==> src/rtl/win_match_fsm.sv <==
// Window-match detector: after a start pulse, counts ones over back-to-back
// WIN-cycle windows and pulses z when the count satisfies the compare mode.
module win_match_fsm #(
   parameter int unsigned WIN   = 3,
   parameter int unsigned MATCH = 2,
   parameter int unsigned MODE  = 0,
   parameter int unsigned CW    = $clog2(WIN + 1)
) (
   input  logic          clk,
   input  logic          reset,
   input  logic          s,
   input  logic          w,
   input  logic          clr,
   output logic          z,
   output logic          done,
   output logic [CW-1:0] ones,
   output logic          busy
);

   localparam int unsigned     IW   = (WIN > 1) ? $clog2(WIN) : 1;
   localparam logic [IW-1:0]   LAST = IW'(WIN - 1);
   localparam logic [CW-1:0]   TGT  = CW'(MATCH);

   // One-hot encoding leaves spare codes that the default arm steers back to IDLE.
   typedef enum logic [1:0] {
      IDLE   = 2'b01,
      SAMPLE = 2'b10
   } state_t;

   state_t        state, state_nx;
   logic [IW-1:0] idx, idx_nx;
   logic [CW-1:0] cnt, cnt_nx;
   logic [CW-1:0] total, ones_nx;
   logic          last, hit, z_nx, done_nx;

   always_ff @(posedge clk or negedge reset) begin
      if (!reset) begin
         state <= IDLE;
         idx   <= '0;
         cnt   <= '0;
         z     <= 1'b0;
         done  <= 1'b0;
         ones  <= '0;
      end else begin
         state <= state_nx;
         idx   <= idx_nx;
         cnt   <= cnt_nx;
         z     <= z_nx;
         done  <= done_nx;
         ones  <= ones_nx;
      end
   end

   always_comb begin
      state_nx = IDLE;
      idx_nx   = '0;
      cnt_nx   = '0;
      last     = (idx == LAST);
      total    = cnt + CW'(w);
      if (!clr) begin
         case (state)
            IDLE: begin
               if (s) state_nx = SAMPLE;
            end
            SAMPLE: begin
               state_nx = SAMPLE;
               if (!last) begin
                  idx_nx = idx + IW'(1);
                  cnt_nx = total;
               end
            end
            default: state_nx = IDLE;
         endcase
      end
   end

   always_comb begin
      case (MODE)
         1:       hit = (total >= TGT);
         2:       hit = (total <= TGT);
         default: hit = (total == TGT);
      endcase
      z_nx    = 1'b0;
      done_nx = 1'b0;
      ones_nx = ones;
      // clr discards a window completing on the same edge.
      if (!clr && state == SAMPLE && last) begin
         done_nx = 1'b1;
         z_nx    = hit;
         ones_nx = total;
      end
   end

   assign busy = (state == SAMPLE);

endmodule
==> config.mk <==
export PLATFORM = sky130hd
export DESIGN_NAME = win_match_fsm
export DESIGN_NICKNAME = d
export VERILOG_FILES = /design/src/rtl/win_match_fsm.sv
export SDC_FILE = /design/constraint.sdc
export NUM_CORES = 1
export LEC_CHECK = 0
export CAP_MARGIN = 30
export CORE_AREA = 2 2 39 41
export CTS_CLUSTER_SIZE = 24
export DETAILED_ROUTE_END_ITERATION = 8
export DIE_AREA = 0 0 41 43
export HOLD_SLACK_MARGIN = 0.1
export PLACE_DENSITY = 0.65
export SYNTH_ARGS = -nofsm -noshare
export SYNTH_HDL_FRONTEND = slang
export SYNTH_SLANG_ARGS = --single-unit
==> constraint.sdc <==
create_clock -name clk -period 1.7 [get_ports clk]
set_clock_uncertainty 0.2 [all_clocks]
set_input_delay 0.17 -clock clk [delete_from_list [all_inputs] [get_ports clk]]
set_output_delay 0.17 -clock clk [all_outputs]
set_load 0.02 [all_outputs]
==> run summary <==
LEAKAGE - 0.268 nW
N_diodes - 0
Core Util, Final - 42.0%
Nets@finish - 55
Initial antenna violation count - 0
CP Max Fanout - 5
Synth Register Bits - 10
Avg Cell Area, Syn - 13.8 um^2
PortBufs - 9
Cell area power density - 774 nW/um^2
Hold Fails Final Rpt - 0
Worst Path Buf+Inv - 1
Data arrival, critical path - 1550 ps
ANT nets after route - 0
Inst Count DP - 57
Total GRT Usage - 9.44%
Drt pass-1 iters - 2
Final WL - 629 um
Slowest-stage cell, CP - dfstp_2
Die Wd - 41 um
Final HPWL DP - 497 um
Number of remaining DRC errors - 0
Area Growth Syn to Fin - 35.3%
Clk slew on worst S/H paths - 60 ps
RSZ-0062 raised after global routing - no
Post-route insts no fill - 62
Final Slew Violations - 0
Clock root buffer - clkbuf_4
H-tree depth - 1
Overflow after GRT - 0
Measured slew at the worst slew-check pin - 439 ps
Clock share of power - 36.6%
CTS tree - done
Initial DRC count - 1
Sequential Power Share - 54.7%
Routability cong. - 0.606
Max-cap violation count - 0
Maximum clock frequency - 0.622 GHz
Total power - 449 uW
Ordered list of cells on the worst path - inv_1 > ha_2 > and4bb_4 > mux2_4
Fill count - 142
Clock tree buffer depth - 2
Starting Density - 31.0%
Post-CTS Setup Inserts - 0
Syn nets - 39
Gate power share - 8.6%
Share of layout cells above drive strength 1 - 23.9%
# rows - 14
Synth cell types - 15
Sw Ratio - 20.8%
Worst path max stage delay - 530 ps
Clock network latency to the later pin of the worst-skew pair - 260 ps
Vias in the first global route - 255
First-pass GRT wire length - 1.06 mm
Post-Syn Area - 429 um^2
Routed vias - 271
Largest net degree at the start of global routing - 11
Delay-heaviest family, CP - flip-flops
Max VDD drop - 0.392 mV
P_sw - 93.4 uW
Setup TNS - 0 ps
Yosys warns - 0
Worst Setup End Kind - flop
Num CTS Buffers - 3
Min Hold Slack - 274 ps
Worst hold path class - reg2reg
Sequential area share after synthesis - 58.6%
Fin crit share - 94.6%
FF/Latch Area - 251 um^2
DR WL/cell - 10.1 um
Multi-input gate area - 169 um^2
Setup crit start kind - flop
Min Tclk post-route - 1610 ps
Syn Inst Count - 31
Top Ports - 10
WS Path Type - reg2reg
Slew HR - 70.6%
Die height - 43 um
Final setup viols - 0
Status - complete, no violations
Int Pwr - 356 uW
Core Area - 1380 um^2
WP data required - 1640 ps
Post-DR vias/cell - 4.37
CTS Sinks - 10
DIE AREA - 1760 um^2
==> cell families (layout without fill, tap and decap cells) <==
family,after synthesis,count (layout),share of synthesized area (%)
mux,3,3,8.16
simple gates,10,10,18.7
flops,10,10,58.6
fa+ha+maj,3,3,8.75
xor+xnor,1,1,2.04
buf+inv,3,18,2.62
compound gates,1,1,1.17
==> power groups by stage <==
| stage | Sequential (mW) | Clock, mW | Combinational (mW) |
|---|---|---|---|
| detailed placement | 0.251 | 0 | 0.0382 |
| global route | 0.246 | 0.187 | 0.0434 |
| CTS | 0.246 | 0.176 | 0.0402 |
| floorplan | 0.250 | 0 | 0.0184 |
| global placement | 0.250 | 0 | 0.0384 |
| finish | 0.246 | 0.165 | 0.0388 |
==> cell usage after synthesis <==
cell	instances	area share [%]
dfrtp_1	9	52
ha_1	3	8.7
inv_1	3	2.6
nor3_1	3	3.5
mux2i_1	2	4.7
nor3b_1	2	3.5
a21oi_1	1	1.2
and4bb_4	1	3.8
dfstp_2	1	6.1
mux2_4	1	3.5
nand2b_2	1	2.0
nor2b_1	1	1.5
nor3b_2	1	2.9
or2_1	1	1.5
xnor2_1	1	2.0
==> cell type report <==
| cell class | instances | share of cell area (%) |
|---|---|---|
| flip-flops and latches | 10 | 43.3 |
| well taps | 16 | 3.45 |
| multi-input cells | 18 | 29.1 |
| inverters | 3 | 1.94 |
| clock buffers | 4 | 4.53 |
| repair buffers | 11 | 17.7 |
==> worst paths after layout <==
check / start / end / slack [ps] / depth (start not counted)
worst max-delay path: state[0] / ones[0] / 90 / 4
worst min-delay path: idx[0] / idx[0] / 270 / 1
worst max register to register: state[0] / ones[0] / 90 / 4
worst min register to register: idx[0] / idx[0] / 270 / 1
max in group asynchronous: reset / state[0] / 400 / 2
min in group asynchronous: reset / z / 570 / 2
==> layer usage <==
layer  routed length (um)  global-route usage, %
met1                  297                   13.3
met2                  275                   10.9
met3                   55                   3.14
met4                    0                   8.00
met5                    0                      0
==> placed cells by master (no fill, tap or decap), types with 2 or more instances in the layout <==
cell / count
dfrtp_1: 9
clkdlybuf4s50_1: 8
inv_1: 3
nor3_1: 3
clkbuf_4: 3
nor3b_1: 2
mux2i_1: 2
ha_1: 2
==> registers in the layout, summed over array words and instances, names as in the netlist <==
| signal | cells |
|---|---|
| cnt | 2 |
| state | 2 |
| z | 1 |
| idx | 2 |
| done | 1 |
| ones | 2 |
==> per-stage QoR <==
step / setup WS (ps) / instance area [um^2]
6_report: 92.1 / 581
5_1_grt: 45.7 / 581
4_1_cts: 22.1 / 587
3_5_place_dp: 29.4 / 549
3_3_place_gp: 39.2 / 549
2_1_floorplan: 84.7 / 432
==> repair_timing <==
action                                 CTS  global route
hold buffers                             1             0
setup endpoints to repair                1             1
pin swaps                                0             0
endpoints found under the hold margin    9             0
gates resized for setup                  3             1
No activity file was read; power rests on OpenSTA's default activity.
